<file path="src/rtl/ifu_fetch.sv">
// Instruction-fetch front end: owns the PC, keeps one icache fetch in flight, and holds one instruction for IDU.
// Optional macro IFU_FAULT_HALT_EN: after a faulting response, stop fetching until a redirect arrives.

module ifu_fetch #(
    parameter int                  DATA_LEN = 32,
    parameter logic [DATA_LEN-1:0] RESET_PC = 32'h8000_0000
) (
    input  logic                clk,
    input  logic                rst_n,

    output logic                ifu_arvalid,
    input  logic                ifu_arready,
    output logic [DATA_LEN-3:0] ifu_raddr,
    input  logic                ifu_rvalid,
    output logic                ifu_rready,
    input  logic [31:0]         ifu_rdata,
    input  logic [2:0]          ifu_rresp,

    input  logic                redirect_valid,
    input  logic [DATA_LEN-1:0] redirect_pc,

    output logic                inst_valid,
    input  logic                inst_ready,
    output logic [31:0]         inst,
    output logic [DATA_LEN-1:0] inst_pc,
    output logic                inst_fault
);

    localparam logic [1:0] ST_REQ  = 2'd0;
    localparam logic [1:0] ST_WAIT = 2'd1;
`ifdef IFU_FAULT_HALT_EN
    localparam logic [1:0] ST_HALT = 2'd2;
`endif

    localparam logic [DATA_LEN-1:0] WORD_MASK = ~DATA_LEN'(3);
    localparam logic [DATA_LEN-1:0] PC_STEP   = DATA_LEN'(4);

    logic [1:0]          state, state_n;
    logic [DATA_LEN-1:0] pc, pc_n;
    logic [DATA_LEN-1:0] req_pc, req_pc_n;
    logic                stale, stale_n;
    logic                ar_hs, r_hs, out_hs;
    logic                load, resp_err;

    assign ar_hs    = ifu_arvalid & ifu_arready;
    assign r_hs     = ifu_rvalid & ifu_rready;
    assign out_hs   = inst_valid & inst_ready;
    assign resp_err = (ifu_rresp != 3'd0);

    assign ifu_raddr  = pc[DATA_LEN-1:2];
    // A stale response is always drained, even when the output register is full.
    assign ifu_rready = (state == ST_WAIT) & (~inst_valid | inst_ready | stale);

    // A fresh response is captured only if no redirect lands in the same cycle.
    assign load = r_hs & ~stale & ~redirect_valid;

    always_comb begin
        // NOTE: every next-state variable gets a default here, so no path through the case can infer a latch.
        state_n  = state;
        pc_n     = pc;
        req_pc_n = req_pc;
        stale_n  = stale;

        case (state)
            ST_REQ: begin
                if (ar_hs) begin
                    req_pc_n = pc;
                    pc_n     = pc + PC_STEP;
                    state_n  = ST_WAIT;
                    stale_n  = redirect_valid;
                end
            end
            ST_WAIT: begin
                if (r_hs) begin
                    stale_n = 1'b0;
                    state_n = ST_REQ;
`ifdef IFU_FAULT_HALT_EN
                    if (load && resp_err) begin
                        state_n = ST_HALT;
                    end
`endif
                end else if (redirect_valid) begin
                    stale_n = 1'b1;
                end
            end
`ifdef IFU_FAULT_HALT_EN
            ST_HALT: begin
                if (redirect_valid) begin
                    state_n = ST_REQ;
                end
            end
`endif
            default: state_n = ST_REQ;
        endcase

        // Redirect target overrides any sequential increment, including one from a same-cycle ar_hs.
        if (redirect_valid) begin
            pc_n = redirect_pc & WORD_MASK;
        end
    end

    always_ff @(posedge clk or negedge rst_n) begin
        if (!rst_n) begin
            state       <= ST_REQ;
            pc          <= RESET_PC;
            req_pc      <= '0;
            stale       <= 1'b0;
            ifu_arvalid <= 1'b0;
        end else begin
            // NOTE: sequential state uses non-blocking assignments so every register samples pre-edge values.
            state       <= state_n;
            pc          <= pc_n;
            req_pc      <= req_pc_n;
            stale       <= stale_n;
            // Registered so the request stays low throughout reset and rises one cycle after release.
            ifu_arvalid <= (state_n == ST_REQ);
        end
    end

    always_ff @(posedge clk or negedge rst_n) begin
        if (!rst_n) begin
            inst_valid <= 1'b0;
            inst       <= '0;
            inst_pc    <= '0;
            inst_fault <= 1'b0;
        end else begin
            if (redirect_valid) begin
                inst_valid <= 1'b0;
            end else if (load) begin
                inst_valid <= 1'b1;
            end else if (out_hs) begin
                inst_valid <= 1'b0;
            end

            if (load) begin
                inst       <= ifu_rdata;
                inst_pc    <= req_pc;
                inst_fault <= resp_err;
            end
        end
    end

endmodule

</file>
<file path="config.mk">
export PLATFORM = sky130hd
export DESIGN_NAME = ifu_fetch
export DESIGN_NICKNAME = d
export VERILOG_FILES = /design/src/rtl/ifu_fetch.sv
export SDC_FILE = /design/constraint.sdc
export NUM_CORES = 1
export LEC_CHECK = 0
export CORE_MARGIN = 3
export CORE_UTILIZATION = 40
export DETAILED_ROUTE_END_ITERATION = 8
export PLACE_DENSITY_LB_ADDON = 0.05
export SYNTH_ARGS = -nofsm -noshare
export SYNTH_HDL_FRONTEND = slang
export SYNTH_SLANG_ARGS = --single-unit
</file>
<file path="constraint.sdc">
create_clock -name clk -period 2.6 [get_ports clk]
set_input_delay 0.39 -clock clk [delete_from_list [all_inputs] [get_ports clk]]
set_output_delay 0.39 -clock clk [all_outputs]
set_load 0.03 [all_outputs]
</file>
# [After elaboration in Yosys (flattened, before gate mapping)]
# Cells that the tools add are included.
[totals] ff_bits=134 elab_cells=47
[classes] bitwise=11 addsub=1 mux=13 n_eq_ne=3 n_reduce_logical=10
[ops] cell="2-to-1 mux 32 bit" n=3
[ops] cell="adder 32 x 3 -> 32 bit (second input constant)" n=1
[ops] cell="bitwise AND 1 bit" n=6
[ops] cell="2-to-1 mux 1 bit" n=6
[ops] cell="nonzero test 2 bit" n=3
[ops] cell="nonzero test 3 bit" n=2
[ops] cell="logical NOT 2 bit" n=2
[ops] cell="2-to-1 mux 2 bit" n=2
[ops] cell="one-hot mux 2 bit (2 select lines)" n=1
[ops] cell="AND reduction 2 bit" n=2
[ops] cell="!= test 3 bit (second input constant)" n=1
[ops] cell="inverter 1 bit" n=3
[ops] cell="AND reduction 3 bit" n=1
[ops] cell="equality test 2 x 1 -> 1 bit (second input constant)" n=1
[ops] cell="!= test 2 bit (second input constant)" n=1
[ops] cell="OR 1 bit" n=2
[ops] cell="one-hot mux 1 bit (2 select lines)" n=1

# [Logic depth before layout (Yosys ltp)]
[depth] word_depth=9 mapped_depth=7

# [Least setup slack after synthesis]
# Ideal clock, no wire load.
[synth_path] kind="register to register" from="register ifu_arvalid" to="register pc[30]" synth_period_minus_slack_ns=2.160 stages_incl_launch_ff=7 required_time_ns=2.518 setup_time_ns=0.082 n_path_buf=2 path_slack_ns=0.440 t_arrival_ns=2.078 path_cell_list="dfrtp_1 -> nand4bb_1 -> buf_2 -> or4_4 -> buf_6 -> or4_1 -> a31oi_1"
[synth_between] elab_chain_len=3
[synth_rtl] item="start, declared" line_no="11" source="output logic ifu_arvalid,"
[synth_rtl] item="start signal, assigned" line_no="116" source="ifu_arvalid <= (state_n == ST_REQ);"
[synth_rtl] item="bitwise AND 1 bit" line_no="45" source="assign ar_hs = ifu_arvalid & ifu_arready;"
[synth_rtl] item="nonzero test 2 bit (no line)"
[synth_rtl] item="AND reduction 2 bit (no line)"
[synth_rtl] item="end signal, assigned" line_no="112" source="pc <= pc_n;"
[synth_rtl] item="end, declared" line_no="39" source="logic [DATA_LEN-1:0] pc, pc_n;"
# No other way between the ends.
# A chain may end at the register's enable or synchronous reset.

# [Worst setup path after layout]
[layout_path] from="register state[1]" to="output ifu_rready"
[layout_between] elab_chain_len=2
[layout_rtl] item="start, declared" line_no="38" source="logic [1:0] state, state_n;"
[layout_rtl] item="start signal, assigned" line_no="111" source="state <= state_n;"
[layout_rtl] item="equality test 2 x 1 -> 1 bit" line_no="52" source="assign ifu_rready = (state == ST_WAIT) & (~inst_valid | inst_ready | stale);"
[layout_rtl] item="bitwise AND 1 bit" line_no="52"
[layout_rtl] item="end, declared" line_no="15" source="output logic ifu_rready,"
# No other way between the ends.

==> results.tsv <==
metric	value	unit
prevailing post-synth register cell	dfrtp_1	
share of cells above drive strength 1	16.64	%
post-synthesis mux area share	13.17	%
min Tclk post-route	2205	ps
WHS	466.0	ps
Critical R2R Launch	pc[10]	
Mapped Area	5463	sq um
DRT iter0 DRCs	263	
Buf/Inv on CP	1	
Chip Height	122.9	um
Worst IR Drop VDD	0.6132	mV
combinational family with the most area after synthesis	simple AND/OR/NAND/NOR gates	
root buffer selected by CTS	clkbuf_16	
die area	15090	sq um
gr usage total	18.34	%
Post-synth EDFFs	0	
Final Cycle Share	84.80	%
CP endpoint kind	output port	
CTS resizes	0	
grt ovf	0	
YS warnings	0	
status	completed	
Post-synth ARST share	100.0	%
CTS Buf Count	17	
Ant. Diodes	0	
Critical Path Slowest Stage Cell	clkdlybuf4s50_1	
Post-Synth Adder-Cell Area	0.2290	%
Initial Utilization	41.09	%
worst-case reg-to-reg path depth	4	
Total Nets Final	734	
Flop pwr share	37.1	%
Synth Area in Simple Gates	16.88	%
final WL	13300	um
Post-route DRC	0	
WP data required	2210	ps
Seq cells post-synth	128	
layout overhead on the synthesized area	44.96	%
clk buf depth	2	
vias in the first global route	4116	
worst-path cell chain	nand2b_1, nor2_1, clkdlybuf4s50_1	
worst r2r dst	pc[23]	
Vias/cell	5.032	
Clk pwr share	26.9	%
Hold EP	req_pc[11]	
pwr dens	1022	nW/um^2
post-synthesis sequential area ratio	58.66	%
detailed placement HPWL	9482	um
DRT antenna net count	0	
Mapped Cells	490	
net load switching power	0.002725	W
HP Class	reg2reg	
TritonCTS clock tree	built	
first-pass GRT wire length	21420	um
XOR/XNOR share of the synthesized area	1.603	%
Cell variety after synth	44	
P_leak	3.400	nW
FP Rows	42	
io pins	171	
Core Region	13300	sq um
largest net degree at the start of global routing	52	
Top delay family on crit path	buffers and inverters	
top-count cell post-synth	dfrtp_1	
H-tree Lvls	4	
DR vias	4272	
top cells by count, synth	127 x dfrtp_1, 105 x nand2_1, 63 x mux2_2, 22 x nor2_1, 20 x o21ai_0	
hold path cells	2	
clk sink count	128	
Final Max Slew Viols	0	
worst skew pair latency	410	ps
drt wl/cell	15.67	um
flop2flop setup slack	450	ps
post-synth top area cell	dfrtp_1	
Comb pwr share	36.0	%
CTS clk-pin slew, worst paths	50	ps
Hold Vio Cnt, Final	0	
RSZ-0062 raised after global routing	no	
clock skew	8.882	ps
CP max FO	4	
Synth Area in Compound Gates	6.322	%
fmax	453.6	MHz
initial antenna violation count	0	
Worst Setup Path Type	reg2out	
min-delay src	req_pc[11]	
synth top area cells	dfrtp_1 58%, mux2_2 13%, nand2_1 7.2%	
Total Neg Setup Slack	0	ps
switching share of power	33.68	%
Die X	122.9	um
type of origin of the critical path	flip-flop	
Final Setup Violations	0	
Maximum Capacitance Violations	0	
Worst Path Arrival	1810	ps
I/O Buffers	166	
max incr delay on CP	690	ps
drt pass-1 iters	4	
Internal	0.005366	W
Yosys top cell area share	58.18	%
syn avg cell area	11.15	sq um
Final Wtd Congestion	0.7584	
## final cells by class
cell class,count,area (sq um)
Timing Repair Buffer,179,1800
Tap cell,176,220.2
Multi-Input combinational cell,326,2106
Sequential cell,128,3204
Clock buffer,27,533.0
Inverter,8,30.03
Fill cell,1140,5376
Clock inverter,5,25.02
## power by group through the flow
stage                     sequential, W  combinational (W)  clock [W]
after floorplan                 0.00395           0.000663          0
after global placement          0.00302            0.00291          0
after detailed placement        0.00305            0.00294          0
after CTS                       0.00302            0.00295    0.00225
after global routing            0.00311            0.00309    0.00234
final                           0.00300            0.00291    0.00218
## layer usage
metal  global-route usage (%)  wire, um  share of wire, %
met5                        0         0                 0
met4                    7.558       115              0.86
met3                    4.332       897               6.7
met2                    26.48      6107                46
met1                    26.50      6183                46
## registers in the layout, summed over array words and instances (netlist names)
register,count
inst_pc,30
req_pc,30
inst_valid,1
inst_fault,1
ifu_arvalid,1
inst,32
state,2
pc,30
stale,1
## stage by stage
stage | worst slack [ps] | cell area (sq um) | cells | total power, W | util [%]
floorplan | 440.3 | 5470 | 492 | 0.004614 | -
global placement | 81.43 | 7351 | 816 | 0.005924 | 55.29
detailed placement | 73.95 | 7351 | 816 | 0.005987 | 55.29
CTS | 367.4 | 7919 | 849 | 0.008212 | 59.56
global route | 270.0 | 7919 | 849 | 0.008537 | 59.56
finish | 395.2 | 7919 | 849 | 0.008091 | 59.56
## what timing repair did
action | 4_1_cts | 5_1_grt
setup buffers | 0 | 0
hold endpoints to repair | 45 | 0
hold buffers | 1 | 0
## worst max path at each step
stage / startpoint / endpoint / slack, ps / cells after the start
2_1_floorplan: ifu_arvalid / pc[30] / 440 / 6
3_3_place_gp: ifu_arready / pc[25] / 80 / 5
3_5_place_dp: ifu_arready / pc[23] / 70 / 5
4_1_cts: state[1] / ifu_rready / 370 / 3
5_1_grt: pc[6] / pc[30] / 270 / 4
6_report: state[1] / ifu_rready / 400 / 3
## logic make-up after synthesis
kind of cell	after synthesis
buf+inv	38
other cells	1
simple gates	194
xor+xnor	10
flops	128
fa+ha+maj	1
mux	64
compound gates	54
## placed cells by master (no fill, tap or decap), drive strengths merged, types with 7 or more instances in the layout
master	instances
clkbuf	27
a31oi	14
or4	12
xnor2	8
clkdlybuf4s50	165
mux2	63
o31ai	10
nand4	16
o21ai	20
nand2	105
buf	13
nor2	22
inv	8
dfrtp	127
nand3	7
## worst reg2reg max path, cell delays in order, from the launching register on
cell	delay (ps)
dfrtp_1	460
nand4_1	210
or4_4	680
or4_1	550
a31oi_1	170
(Power assumes the default switching activity.)
